`config.mk`:
```
export PLATFORM = sky130hd
export DESIGN_NAME = mem_access_ctrl
export DESIGN_NICKNAME = d
export VERILOG_FILES = /design/src/rtl/mem_access_ctrl.sv
export SDC_FILE = /design/constraint.sdc
export NUM_CORES = 1
export LEC_CHECK = 0
export CAP_MARGIN = 20
export CORE_UTILIZATION = 52
export CTS_CLUSTER_DIAMETER = 200
export DETAILED_ROUTE_END_ITERATION = 8
export PLACE_DENSITY = 0.82
export REMOVE_ABC_BUFFERS = 1
export SLEW_MARGIN = 5
export SYNTH_ARGS = -nofsm -noshare
export SYNTH_HDL_FRONTEND = slang
export SYNTH_SLANG_ARGS = --single-unit
```
`constraint.sdc`:
```
create_clock -name clk -period 4.3 [get_ports clk]
set_input_delay 0.86 -clock clk [delete_from_list [all_inputs] [get_ports clk]]
set_output_delay 0.86 -clock clk [all_outputs]
set_load 0.01 [all_outputs]
```
`src/rtl/mem_access_ctrl.sv`:
```
// Sequences one word-level load/store into 1, 2 or 4 big-endian byte accesses
// on a byte-wide synchronous RAM, with alignment checking and load extension.
module mem_access_ctrl #(
  parameter int ADDR_W = 8
) (
  input  logic              clk,
  input  logic              reset,
  input  logic              req,
  input  logic              we,
  input  logic [1:0]        size,
  input  logic              sext,
  input  logic [31:0]       addr,
  input  logic [31:0]       wdata,
  output logic              busy,
  output logic              done,
  output logic              err,
  output logic [31:0]       rdata,
  output logic [ADDR_W-1:0] mem_addr,
  output logic [7:0]        mem_wdata,
  output logic              mem_we,
  output logic              mem_re,
  input  logic [7:0]        mem_rdata
);

  typedef enum logic [2:0] {
    S_IDLE,
    S_WR,
    S_RD,
    S_RD_LAST,
    S_DONE,
    S_ERR
  } state_t;

  state_t              r_state;
  logic [1:0]          r_size;
  logic                r_sext;
  logic [1:0]          r_cnt;
  logic                r_busy;
  logic                r_done;
  logic                r_err;
  logic                r_mem_we;
  logic                r_mem_re;
  logic [ADDR_W-1:0]   r_mem_addr;
  logic [7:0]          r_mem_wdata;
  logic [31:0]         r_rdata;
  logic [31:0]         r_wsh;
  logic [23:0]         r_asm;

  logic                w_misalign;
  logic [31:0]         w_wtop;
  logic [1:0]          w_last;
  logic [31:0]         w_full;
  logic                w_addr_hi_unused;

  localparam logic [ADDR_W-1:0] ADDR_ONE = {{(ADDR_W-1){1'b0}}, 1'b1};

  function automatic logic [31:0] extend(input logic [1:0] sz, input logic sx,
                                         input logic [31:0] d);
    case (sz)
      2'b00:   return {{24{sx & d[7]}}, d[7:0]};
      2'b01:   return {{16{sx & d[15]}}, d[15:0]};
      default: return d;
    endcase
  endfunction

  assign w_misalign = (size == 2'b11) ||
                      (size == 2'b01 && addr[0]) ||
                      (size == 2'b10 && addr[1:0] != 2'b00);

  // Store datum left-justified so byte k is always the top byte after k shifts.
  always_comb begin
    w_wtop = wdata;
    case (size)
      2'b00:   w_wtop = {wdata[7:0], 24'h0};
      2'b01:   w_wtop = {wdata[15:0], 16'h0};
      default: w_wtop = wdata;
    endcase
  end

  always_comb begin
    w_last = 2'd3;
    case (r_size)
      2'b00:   w_last = 2'd0;
      2'b01:   w_last = 2'd1;
      default: w_last = 2'd3;
    endcase
  end

  assign w_full           = {r_asm, mem_rdata};
  assign w_addr_hi_unused = ^addr[31:ADDR_W];

  always_ff @(posedge clk or posedge reset) begin
    if (reset) begin
      r_state     <= S_IDLE;
      r_size      <= 2'b00;
      r_sext      <= 1'b0;
      r_cnt       <= 2'd0;
      r_busy      <= 1'b0;
      r_done      <= 1'b0;
      r_err       <= 1'b0;
      r_mem_we    <= 1'b0;
      r_mem_re    <= 1'b0;
      r_mem_addr  <= '0;
      r_mem_wdata <= 8'h00;
      r_rdata     <= 32'h0;
    end else begin
      r_done <= 1'b0;
      r_err  <= 1'b0;
      case (r_state)
        S_IDLE: begin
          if (req) begin
            r_size <= size;
            r_sext <= sext;
            r_cnt  <= 2'd0;
            r_busy <= 1'b1;
            if (w_misalign) begin
              r_state <= S_ERR;
              r_done  <= 1'b1;
              r_err   <= 1'b1;
            end else if (we) begin
              r_state     <= S_WR;
              r_mem_we    <= 1'b1;
              r_mem_addr  <= addr[ADDR_W-1:0];
              r_mem_wdata <= w_wtop[31:24];
            end else begin
              r_state    <= S_RD;
              r_mem_re   <= 1'b1;
              r_mem_addr <= addr[ADDR_W-1:0];
            end
          end
        end
        S_WR: begin
          if (r_cnt == w_last) begin
            r_state     <= S_DONE;
            r_done      <= 1'b1;
            r_mem_we    <= 1'b0;
            r_mem_addr  <= '0;
            r_mem_wdata <= 8'h00;
          end else begin
            r_cnt       <= r_cnt + 2'd1;
            r_mem_addr  <= r_mem_addr + ADDR_ONE;
            r_mem_wdata <= r_wsh[31:24];
          end
        end
        S_RD: begin
          if (r_cnt == w_last) begin
            r_state    <= S_RD_LAST;
            r_mem_re   <= 1'b0;
            r_mem_addr <= '0;
          end else begin
            r_cnt      <= r_cnt + 2'd1;
            r_mem_addr <= r_mem_addr + ADDR_ONE;
          end
        end
        S_RD_LAST: begin
          r_state <= S_DONE;
          r_done  <= 1'b1;
          r_rdata <= extend(r_size, r_sext, w_full);
        end
        S_DONE, S_ERR: begin
          r_state <= S_IDLE;
          r_busy  <= 1'b0;
        end
        default: begin
          r_state <= S_IDLE;
          r_busy  <= 1'b0;
        end
      endcase
    end
  end

  // RAM data lags its read issue by one cycle, so the first issue has nothing to capture.
  always_ff @(posedge clk) begin
    if (r_state == S_IDLE) begin
      r_wsh <= w_wtop << 8;
      r_asm <= 24'h0;
    end else if (r_state == S_WR) begin
      r_wsh <= r_wsh << 8;
    end else if (r_state == S_RD && r_cnt != 2'd0) begin
      r_asm <= w_full[23:0];
    end
  end

  assign busy      = r_busy;
  assign done      = r_done;
  assign err       = r_err;
  assign rdata     = r_rdata;
  assign mem_addr  = r_mem_addr;
  assign mem_wdata = r_mem_wdata;
  assign mem_we    = r_mem_we;
  assign mem_re    = r_mem_re;

endmodule

```
After elaboration in Yosys (flattened, before gate mapping)
Cells that the tools add are included.
Word-level totals
  register bits: 109
  bits of input ports: 79
  output and inout bits: 53
  word-level logic and storage cells: 98
Operators by class
  add/sub/neg operators: 2
  eq/ne operators: 15
  muxes and demuxes: 39
  bitwise logic cells: 4
  reduce and logical (&&, ||, !) cells: 24
Operator list (count)
  $pmux 32 s2: 2
  $mux 32: 2
  $mux 8: 7
  $pmux 8 s2: 2
  $ne 2x2->1 const B: 7
  $mux 1: 12
  $mux 3: 4
  $pmux 3 s4: 1
  $reduce_and 5->1: 2
  $reduce_bool 2->1: 5
  $reduce_and 3->1: 3
  $add 8x1->8 const B: 1
  $pmux 2 s2: 2
  $eq 3x2->1 const B: 2
  $mux 2: 3
  $pmux 1 s2: 3
  $reduce_and 2->1: 3
  $eq 2x1->1 const B: 2
  $eq 2x2->1 const B: 2
  $logic_not 2->1: 2
  $reduce_and 4->1: 1
  $eq 3x1->1 const B: 1
  $logic_and 1x1->1: 3
  $logic_not 3->1: 1
  8 further kinds: 11

Longest topological paths before layout
  word-level depth: 7
  mapped depth: 7
  mapped depth without buffers: 5

Least setup slack after synthesis
No wires, ideal clock.
  kind: register -> register
  from: register r_state[1]
  to: register r_mem_wdata[0], in the netlist mem_wdata[0]
  library setup time: 0.125 ns
  data arrival time: 2.501 ns
  data required time: 4.175 ns
  setup slack: 1.674 ns
  stages on the path, launching flop included: 6
  path buffers: 1
  period minus slack after synthesis: 2.626 ns
  cell sequence: dfrtp_1 > nor2_1 > and2_1 > buf_1 > o2bb2ai_2 > mux2_2
On the way
  word-level cells in the longest chain between the ends: 3
  elaborated cells between the ends (all ways): 8
  those cells by class: eq/ne (4); mux (1); reduce/logical (3)
Ends and longest elaborated chain
  start, declared: line 34  | state_t r_state;
  start signal, assigned: line 94  | r_state <= S_IDLE;
  start signal, assigned: line 117  | r_state <= S_ERR;
  start signal, assigned: line 121  | r_state <= S_WR;
  $eq 3x1->1 / $logic_not 3->1 (equally long branches): line 109  | case (r_state)
  $reduce_bool 2->1 (no source line) / $ne 2x2->1 (equally long branches)
  $reduce_and 4->1 (no source line)
  end signal, assigned: line 124  | r_mem_wdata <= w_wtop[31:24];
  end signal, assigned: line 142  | r_mem_wdata <= r_wsh[31:24];
  end, declared: line 44  | logic [7:0] r_mem_wdata;
Several ways; a longest one is shown, not always the timed one.
A chain may end at the register's enable or synchronous reset.

Worst setup path in the final report
  from: input port size[0]
  to: register r_mem_wdata[0], in the netlist mem_wdata[0]
On the way
  word-level cells in the longest chain between the ends: 6
  elaborated cells between the ends (all ways): 15
  those cells by class: eq/ne (4); mux (5); reduce/logical (6)
Ends and longest elaborated chain
  start, declared: line 10  | input logic [1:0] size,
  $eq 2x1->1 / $logic_not 2->1 (equally long branches): line 67, 73
  $pmux 32 s2 / $logic_and 1x1->1 (equally long branches): line 73, 67
  $mux 8 / $logic_or 1x1->1 (equally long branches): line 120, 66
  $mux 8 / $logic_or 1x1->1 (equally long branches): line 116, 67
  $mux 8 / $ne 2x2->1 (equally long branches)
  $pmux 8 s2 / $reduce_and 4->1 (equally long branches)
Several ways; a longest one is shown, not always the timed one. The select of a mux whose other input is x is not followed.

==> flow_summary_export.csv <==
group,metric,value,unit
timing,tightest_slew,915,ps
cells_and_area,antenna_cells,0,
floorplan,die_y,99.8,microns
routing,drt_pre_antenna_iters,5,
synth,syn_area,0.00497,sq mm
synth,synthTopCellsByCount,"nand2_1 (96), a21oi_1 (61), dfrtp_1 (61), nor2_1 (48)",
synth,ys_types,58,
clocking,clk_path_buf_depth,2,
clocking,cts_setup_buffers,0,
timing,rsz0062_at_grt,"false",
timing,fin_crit,2720,ps
worst_setup_path,worstPathArrival,2970,ps
routing,via_per_inst,5.56,
timing,tns,0,ps
floorplan,rows,35,
floorplan,start_util,0.538,
timing,hold_viol,0,
clocking,cts-resized-gates,0,
clocking,cts_tree,"built",
floorplan,io_pins,132,
timing,finalCritPeriodShare,0.632,
timing,fmax,368,MHz
timing,slew-limit-headroom,0.388,
floorplan,die_x,99.8,microns
grt,grt_pass1_vias,3930,
worst_setup_path,slowest_delay,760,ps
floorplan,die_area,0.00996,sq mm
clocking,clk_latency,370,ps
clocking,postCtsHoldBufs,0,
synth,yosysSeqAreaShare,0.549,
synth,yosysTopAreaCell,"dfrtp_1",
cells_and_area,nets,665,
placement,placed_cell_area,0.00608,sq mm
grt,grt_max_degree,52,
synth,ys.flop_type,"dfrtp_1",
timing,skew,11.3,ps
worst_setup_path,cp_max_fo,11,
power_and_ir_drop,ir_drop,0.367,mV
cells_and_area,area_growth,26.4,%
synth,synth.area.top_cells,"dfrtp_1 (31%), edfxtp_1 (14%), dfxtp_1 (9.7%)",
routing,num_vias,3994,
worst_setup_path,critPathBufInv,1,
routing,wl,11600,microns
worst_setup_path,end_kind,"flip-flop",
worst_setup_path,worstSetupPathType,"in -> reg",
synth,ys_warn_count,0,
worst_setup_path,critical-path-slowest-cell,"clkdlybuf4s50_1",
synth,yosysMostFrequentCell,"nand2_1",
synth,netlist_instances,495,
synth,syn_area_per_cell,10.0,sq um
grt,grt_use_total,0.241,
synth,ys_seq_elements,109,
grt,grt_pass1_wl,18900,microns
run,maxCapViolCount,0,
synth,synth.top_cell.area_share,0.307,
routing,postRouteAntennaNets,0,
clocking,cts_root_buf,"clkbuf_8",
placement,hpwl,7740,microns
worst_setup_path,worst_setup_path_start_kind,"input pin",
placement,port-buffer-count,107,
cells_and_area,fin_area,0.00629,sq mm
worst_setup_path,crit_chain,"clkdlybuf4s50_1 -> o22ai_2 -> a41o_1 -> mux2_2",
clocking,cts.sinks,109,
clocking,htreeDepth,3,
worst_setup_path,cp_top_family,"compound AO/OA/AOI/OAI gates",
placement,place_congestion,0.792,
floorplan,core,0.00924,sq mm
routing,drtIter0Drc,160,
grt,antenna_found_initial,0,
timing,final_max_slew_viol_count,0,
clocking,numCtsBuffers,9,
cells_and_area,fill_cells,716,
clocking,clk_pin_slew,100,ps
power_and_ir_drop,p_per_area,684,mW/mm^2
grt,overflow,0,
synth,async_flop_share,0.560,
cells_and_area,drive_gt1_frac,0.114,
run_status,outcome,"finished, final reports clean",
routing,wire_per_inst,16.1,microns
timing,finalSetupViolCount,0,
power_and_ir_drop,p_leak,0.00251,uW
hold_path,hp-class,"reg -> reg",
worst_setup_path,worstPathRequired,4560,ps
routing,drc,0,
synth,synth-edff-count,24,
## layout make-up
type / instances / area (sq um) / share of cell area
inverter: 4 / 15.0 / 0.00239
timing repair buffer: 113 / 1130 / 0.179
multi-input combinational: 347 / 2070 / 0.329
sequential: 109 / 2730 / 0.434
clock buffer: 11 / 151 / 0.0241
tap: 129 / 161 / 0.0257
clock inverter: 5 / 33.8 / 0.00537
## worst paths after layout
kind | startpoint | end | slack, ps | cells past startpoint
max | size[0] | mem_wdata[0] | 1580 | 4
min | r_asm[19] | rdata[27] | 450 | 2
max reg2reg | r_state[1] | mem_wdata[0] | 1590 | 5
min reg2reg | r_asm[19] | rdata[27] | 450 | 2
max in group asynchronous | reset | r_cnt[1] | 2470 | 3
min in group asynchronous | reset | mem_addr[6] | 960 | 2
## power by group
group / total (uW) / internal, uW / switching, uW
Combinational: 1900 / 935 / 963
Sequential: 1810 / 1510 / 304
Clock: 589 / 243 / 346
Total: 4300 / 2690 / 1610
## layout by cell type (no fill, tap or decap), drive strengths merged, types with 5 or more instances in the layout
cell and n:
nand3 13, a221oi 8, mux2i 10, and3 14, dfrtp 61, o2bb2ai 8, clkdlybuf4s50 107, nor2 50
inv 5, a21oi 62, edfxtp 24, mux2 20, o21ai 19, buf 6, nand2 97, clkbuf 11
dfxtp 24
## state kept, by name (all words and copies together), names as in the netlist
signal	flops
r_cnt	2
r_state	3
mem_we	1
r_asm	24
mem_wdata	8
busy	1
mem_re	1
r_wsh	24
r_size	2
err	1
mem_addr	8
r_sext	1
rdata	32
done	1
## layer usage
layer  track usage  up-vias  part of all wire
met5             0        -                 0
met2         0.403      119              0.50
met1         0.316     1948              0.44
met4         0.104        0             0.016
met3        0.0348       14             0.048
li1              -     1913                 -
## metrics by stage
step	power, uW	worst slack (ps)	hold WS, ps	utilization	cells
5_1_grt	4570	1480	485	0.680	718
4_1_cts	4300	1580	460	0.678	716
2_1_floorplan	2840	1290	430	-	460
3_3_place_gp	3630	1250	440	0.658	700
3_5_place_dp	3720	1220	442	0.658	700
6_report	4300	1580	454	0.680	718
## logic make-up after synthesis
family / Yosys count / share of synthesized area
flip-flops: 109 / 0.549
AO/OA/AOI/OAI: 120 / 0.161
multiplexers: 30 / 0.0662
adder cells (fa/ha/maj): 2 / 0.00503
buffers and inverters: 39 / 0.0367
AND/OR/NAND/NOR: 195 / 0.183
## worst register-to-register path, stage by stage, from the launching register on
cell     delay [ps]
dfrtp_1         580
nor2_2          180
buf_4           340
and2_1          620
a41o_1          480
mux2_2          400
(Power assumes the default switching activity.)
